<file path="config.mk">
export PLATFORM = sky130hd
export DESIGN_NAME = image_rom_arbiter
export DESIGN_NICKNAME = d
export VERILOG_FILES = /design/src/rtl/snake_pkg.sv /design/src/rtl/rom_tag_pipe.sv /design/src/rtl/image_rom_arbiter.sv
export SDC_FILE = /design/constraint.sdc
export NUM_CORES = 1
export LEC_CHECK = 0
export ABC_AREA = 1
export BUFFER_PORTS_ARGS = -buffer_cell sky130_fd_sc_hd__buf_2
export CAP_MARGIN = 20
export CORE_UTILIZATION = 48
export DETAILED_ROUTE_END_ITERATION = 10
export MAX_ROUTING_LAYER = met4
export PLACE_DENSITY = 0.88
export SYNTH_ARGS = -nofsm -noshare
export SYNTH_HDL_FRONTEND = slang
export SYNTH_SLANG_ARGS = --single-unit
</file>
<file path="constraint.sdc">
create_clock -name clk -period 2.65 [get_ports clk]
set_clock_uncertainty 0.15 [all_clocks]
set_input_delay 0.53 -clock clk [delete_from_list [all_inputs] [get_ports clk]]
set_output_delay 0.53 -clock clk [all_outputs]
set_load 0.03 [all_outputs]
</file>
<file path="src/rtl/snake_pkg.sv">
// Shared constants and types for the background image ROM path.
// The ROM holds one 12-bit RGB444 pixel per screen position.
package snake_pkg;

    localparam int H_RES     = 640;
    localparam int V_RES     = 480;
    localparam int ROM_DEPTH = H_RES * V_RES;
    localparam int AW        = 19;
    localparam int DW        = 12;
    localparam int MAX_WAIT  = 4;

    // One entry per ROM slot: whether it carries a read, for which port,
    // and whether the address was outside the image.
    typedef struct packed {
        logic valid;
        logic port;
        logic oor;
    } rom_tag_t;

endpackage

</file>
<file path="src/rtl/rom_tag_pipe.sv">
// Delay line for ROM access tags, matching the ROM read latency.
// A depth of zero makes the tag pass straight through.
module rom_tag_pipe
    import snake_pkg::*;
#(
    parameter int DEPTH = 0
) (
    input  logic     i_clk,
    input  logic     i_rst_n,
    input  rom_tag_t i_tag,
    output rom_tag_t o_tag
);

    generate
        if (DEPTH == 0) begin : g_wire
            logic w_unused_clk;
            assign w_unused_clk = i_clk ^ i_rst_n;
            assign o_tag        = i_tag;
        end else begin : g_pipe
            rom_tag_t r_stage [DEPTH];

            // shift the tag one stage per cycle; reset drops everything in flight
            always_ff @(posedge i_clk or negedge i_rst_n) begin
                if (!i_rst_n) begin
                    for (int i = 0; i < DEPTH; i++) begin
                        r_stage[i] <= '0;
                    end
                end else begin
                    r_stage[0] <= i_tag;
                    for (int i = 1; i < DEPTH; i++) begin
                        r_stage[i] <= r_stage[i-1];
                    end
                end
            end

            assign o_tag = r_stage[DEPTH-1];
        end
    endgenerate

endmodule

</file>
<file path="src/rtl/image_rom_arbiter.sv">
// Two-port arbiter in front of the single-port background image ROM.
// Port 0 (VGA fetch) has priority; port 1 is guaranteed a slot after MAX_WAIT cycles.
module image_rom_arbiter #(
    parameter int AW          = snake_pkg::AW,
    parameter int DW          = snake_pkg::DW,
    parameter int ROM_DEPTH   = snake_pkg::ROM_DEPTH,
    parameter int ROM_LATENCY = 0,
    parameter int MAX_WAIT    = snake_pkg::MAX_WAIT
) (
    input  logic          clk,
    input  logic          rst_n,
    input  logic          req0_i,
    input  logic [AW-1:0] addr0_i,
    output logic          gnt0_o,
    output logic          rvalid0_o,
    output logic [DW-1:0] rdata0_o,
    input  logic          req1_i,
    input  logic [AW-1:0] addr1_i,
    output logic          gnt1_o,
    output logic          rvalid1_o,
    output logic [DW-1:0] rdata1_o,
    output logic [AW-1:0] rom_addr_o,
    input  logic [DW-1:0] rom_data_i
);

    import snake_pkg::*;

    localparam int             WCW      = $clog2(MAX_WAIT + 1);
    localparam logic [WCW-1:0] WAIT_MAX = WCW'(MAX_WAIT);

    logic           w_gnt0;
    logic           w_gnt1;
    logic           w_grant;
    logic [AW-1:0]  w_sel_addr;
    logic           w_sel_oor;
    logic [WCW-1:0] r_wait_cnt;
    logic [AW-1:0]  r_rom_addr;
    rom_tag_t       r_issue_tag;
    rom_tag_t       w_resp_tag;
    logic           r_rvalid0;
    logic           r_rvalid1;
    logic [DW-1:0]  r_rdata0;
    logic [DW-1:0]  r_rdata1;

    // grant decision: a starved port 1 overrides the normal port-0 priority
    always_comb begin
        w_gnt0 = 1'b0;
        w_gnt1 = 1'b0;
        if (req1_i && (r_wait_cnt == WAIT_MAX)) begin
            w_gnt1 = 1'b1;
        end else if (req0_i) begin
            w_gnt0 = 1'b1;
        end else if (req1_i) begin
            w_gnt1 = 1'b1;
        end else begin
            w_gnt0 = 1'b0;
            w_gnt1 = 1'b0;
        end
    end

    assign w_grant    = w_gnt0 | w_gnt1;
    assign w_sel_addr = w_gnt1 ? addr1_i : addr0_i;
    assign w_sel_oor  = (32'(w_sel_addr) >= 32'(ROM_DEPTH));

    // count how long port 1 has been passed over; a dropped request forgets its history
    always_ff @(posedge clk or negedge rst_n) begin
        if (!rst_n) begin
            r_wait_cnt <= '0;
        end else if (req1_i && !w_gnt1) begin
            if (r_wait_cnt != WAIT_MAX) begin
                r_wait_cnt <= r_wait_cnt + WCW'(1);
            end else begin
                r_wait_cnt <= r_wait_cnt;
            end
        end else begin
            r_wait_cnt <= '0;
        end
    end

    // issue stage: out-of-range reads are tagged but leave the ROM address untouched
    always_ff @(posedge clk or negedge rst_n) begin
        if (!rst_n) begin
            r_rom_addr  <= '0;
            r_issue_tag <= '0;
        end else begin
            r_issue_tag.valid <= w_grant;
            r_issue_tag.port  <= w_gnt1;
            r_issue_tag.oor   <= w_grant & w_sel_oor;
            if (w_grant && !w_sel_oor) begin
                r_rom_addr <= w_sel_addr;
            end else begin
                r_rom_addr <= r_rom_addr;
            end
        end
    end

    rom_tag_pipe #(
        .DEPTH (ROM_LATENCY)
    ) u_tag_pipe (
        .i_clk   (clk),
        .i_rst_n (rst_n),
        .i_tag   (r_issue_tag),
        .o_tag   (w_resp_tag)
    );

    // response stage: steer ROM data to the tagged port, hold rdata between pulses
    always_ff @(posedge clk or negedge rst_n) begin
        if (!rst_n) begin
            r_rvalid0 <= 1'b0;
            r_rvalid1 <= 1'b0;
            r_rdata0  <= '0;
            r_rdata1  <= '0;
        end else if (w_resp_tag.valid) begin
            r_rvalid0 <= ~w_resp_tag.port;
            r_rvalid1 <= w_resp_tag.port;
            if (w_resp_tag.port) begin
                r_rdata0 <= r_rdata0;
                r_rdata1 <= w_resp_tag.oor ? '0 : rom_data_i;
            end else begin
                r_rdata0 <= w_resp_tag.oor ? '0 : rom_data_i;
                r_rdata1 <= r_rdata1;
            end
        end else begin
            r_rvalid0 <= 1'b0;
            r_rvalid1 <= 1'b0;
            r_rdata0  <= r_rdata0;
            r_rdata1  <= r_rdata1;
        end
    end

    assign gnt0_o     = w_gnt0;
    assign gnt1_o     = w_gnt1;
    assign rom_addr_o = r_rom_addr;
    assign rvalid0_o  = r_rvalid0;
    assign rvalid1_o  = r_rvalid1;
    assign rdata0_o   = r_rdata0;
    assign rdata1_o   = r_rdata1;

endmodule

</file>
==> flow_summary.ini <==
[sta]
finalHoldViolCount = 0
rsz0062_at_grt = false
worstMarginPinSlew_ns = 0.6024
slew_headroom_pct = 59.80
setup_viol = 0
layout_setup_ws_ns = 0.2098
fmax_ghz = 0.4098
setup_tns_ns = 0
min_period_ns = 2.440
fin_crit_sh_pct = 92.08
slew_violations = 0

[finish]
fin_cells = 459
diodes = 0
drive_above_1_share_pct = 33.42
area_delta_synth_final_pct = 26.63
nNetsFinal = 448

[clock_tree]
clock_latency_ns = 0.30
cts_tree = yes
h-tree-depth = 2
clk_pin_slew_worst_paths_ns = 0.09
cts_inserted_buffers = 5
ctsHoldBuffers = 0
cts_root_buf = clkbuf_8
cts.sinks = 51
cts_resized = 0
cts_buffer_depth = 2
cts_setup_buffers = 0

[setup_path]
arrival_ns = 1.76
crit_required_ns = 1.97
worst_setup_path_end_kind = output port
slowest_delay_ns = 0.41
path_buf_inv = 3
startpoint_type = register
cpMaxStageDelayCell = dfrtp_1
cp_max_fo = 14
crit_chain = inv_1, ha_1, nand3_2, nand2_2, buf_4, buf_2
crit_family = buffers and inverters
criticalPathCategory = register to output port

[grt]
use_met1_pct = 28.73
grt_pass1_wl_mm = 8.970
grt_max_degree = 24
grt_pass1_vias = 2033
groute.usage.overall_pct = 22.33
overflow = 0
gr-max-usage-layer = met2
antenna_found_initial = 0
met2_usage_pct = 36.01
grt_use_met3_pct = 4.558

[synthesis]
netlist_instances = 294
synth_ff_type = dfrtp_1
yosysWarnings = 0
synth_cell_types = 20
seq_area_frac_synth_pct = 52.63
synth_edf_count = 0
synthesis.nets = 350
synth_seq_cells = 51
syn_avg_cell_area_um2 = 8.248
async_reset_ff_share_pct = 100.0
synthesis.area_mm2 = 0.002425

[floorplan]
start_util_pct = 50.67
ios = 101
die_w_um = 73.08
die_area_mm2 = 0.005340
core_area_mm2 = 0.004786
die_y_um = 73.08
rows = 25

[detailed_routing]
num_vias = 2239
via_per_inst = 4.878
drt-total-wl_mm = 5.331
first_pass_iters = 5
drcViolationCount = 0
drt-initial-drc-count = 69
ant_nets = 0
wl_per_cell_um = 11.61

[placement]
dp_slack_ns = 0.3113
port_buffers = 100
dp_hpwl_mm = 4.187
gp_congestion = 0.8372
placedCellCount = 452

[power]
ir_drop_mv = 0.2920
pwr-share-seq_pct = 46.8
pwr-share-comb_pct = 31.9
switching_power_uw = 743.6
p_clk_share_pct = 21.3
cellLeakagePower_nw = 1.837
power_density_mw_per_mm2 = 667.9
swShare_pct = 36.26
intPower_mw = 1.307

[run_status]
status = finished, final reports clean

[run]
max_cap_viol_count = 0

[hold_path]
holdCritPathClass = input port to asynchronous set/reset pin
-- power groups by stage --
stage               Sequential (mW)  Clock (mW)  Combinational (mW)
floorplan                      1.20           0               0.209
global placement              0.975           0               0.645
detailed placement            0.977           0               0.659
CTS                           0.962       0.446               0.659
global route                  0.976       0.479               0.716
finish                        0.960       0.436               0.655
-- stage by stage --
stage	total power [mW]	util (%)	hold slack (ns)	area [µm²]
final	2.051	64.16	0.03809	3070
after detailed placement	1.636	62.33	0.3029	2983
after global placement	1.619	62.33	0.2951	2983
after floorplan	1.410	-	0.08441	2425
after global routing	2.171	64.16	0.06213	3070
after CTS	2.068	64.16	0.04577	3070
-- final cells by class --
class                           instances  area (µm²)
Timing Repair Buffer                  108       560.5
Inverter                               27       101.3
Clock inverter                          1       5.005
Fill cell                             406        1715
Sequential cell                        51        1276
Tap cell                               67       83.83
Clock buffer                            6       82.58
Multi-Input combinational cell        199       960.9
-- placed cells by master, fill, tap and decap left out --
cell | synthesis | layout
mux2_2 | 12 | 12
ha_1 | 2 | 2
nand3_1 | 19 | 19
nor2_1 | 18 | 18
o21ai_2 | 1 | 1
clkinv_2 | 0 | 1
xnor2_1 | 1 | 1
nand3_4 | 1 | 1
dfrtp_1 | 51 | 51
inv_1 | 27 | 27
clkbuf_8 | 0 | 6
nand2_1 | 122 | 122
nand3_2 | 1 | 1
nand4_1 | 19 | 19
o21ai_1 | 1 | 1
a21oi_1 | 1 | 1
buf_2 | 6 | 100
buf_4 | 2 | 8
nand2_2 | 1 | 1
-- Yosys cell counts, drive strengths merged, types with 2 or more instances --
cell type	instances	share of area, %
mux2	12	5.6
dfrtp	51	53
inv	27	4.2
o21ai	2	0.57
nor2	18	2.8
buf	11	2.6
nand2	123	19
nand4	19	4.9
ha	2	1.0
clkbuf	6	0.93
nand3	21	5.1
-- flip-flops by register name, indices dropped and copies added (netlist names) --
| register | flops |
|---|---|
| rvalid0_o | 1 |
| rdata1_o | 12 |
| rom_addr_o | 19 |
| rvalid1_o | 1 |
| rdata0_o | 12 |
| r_issue_tag | 3 |
| r_wait_cnt | 3 |
-- kinds of logic (layout without fill, tap and decap cells) --
family                     Yosys count  in the layout  share of synthesized area (%)
muxes                               12             12                          5.573
xor gates and xnor gates             1              1                         0.3613
and+or+nand+nor                    181            181                          31.89
buffers and inverters               44            142                          7.740
adders and majority gates            2              2                          1.032
AOI/OAI and AO/OA                    3              3                         0.7737
DFF                                 51             51                          52.63
-- worst register-to-register path, stage by stage, from the launching register on --
cell and delay, ns:
dfrtp_1 0.41, inv_1 0.07, ha_1 0.17, nand3_2 0.17, buf_4 0.23, nand3_1 0.08
nand2_1 0.10, nand2_1 0.07, nor2_1 0.04, nand2_1 0.23, nand3_4 0.26, nand2_1 0.14
nand2_1 0.05
-- worst paths after layout --
path	start	endpoint	slack [ns]	cells after the start
setup reg to reg	r_wait_cnt[0]	rom_addr_o[16]	0.38	12
setup / recovery	r_wait_cnt[0]	gnt1_o	0.21	6
max in group asynchronous	rst_n	rdata0_o[6]	1.70	2
min in group clk	r_wait_cnt[0]	r_wait_cnt[0]	0.32	1
hold / removal	rst_n	rom_addr_o[5]	0.04	1
hold reg to reg	r_wait_cnt[0]	r_wait_cnt[0]	0.32	1
-- routing by layer --
layer  vias to the layer above  routed length (µm)
met1                      1002                2341
met4                         0                  42
li1                       1122                   -
met5                         -                   0
met3                         5                 399
met2                       110                2547
Power figures use the tool's default switching activity.
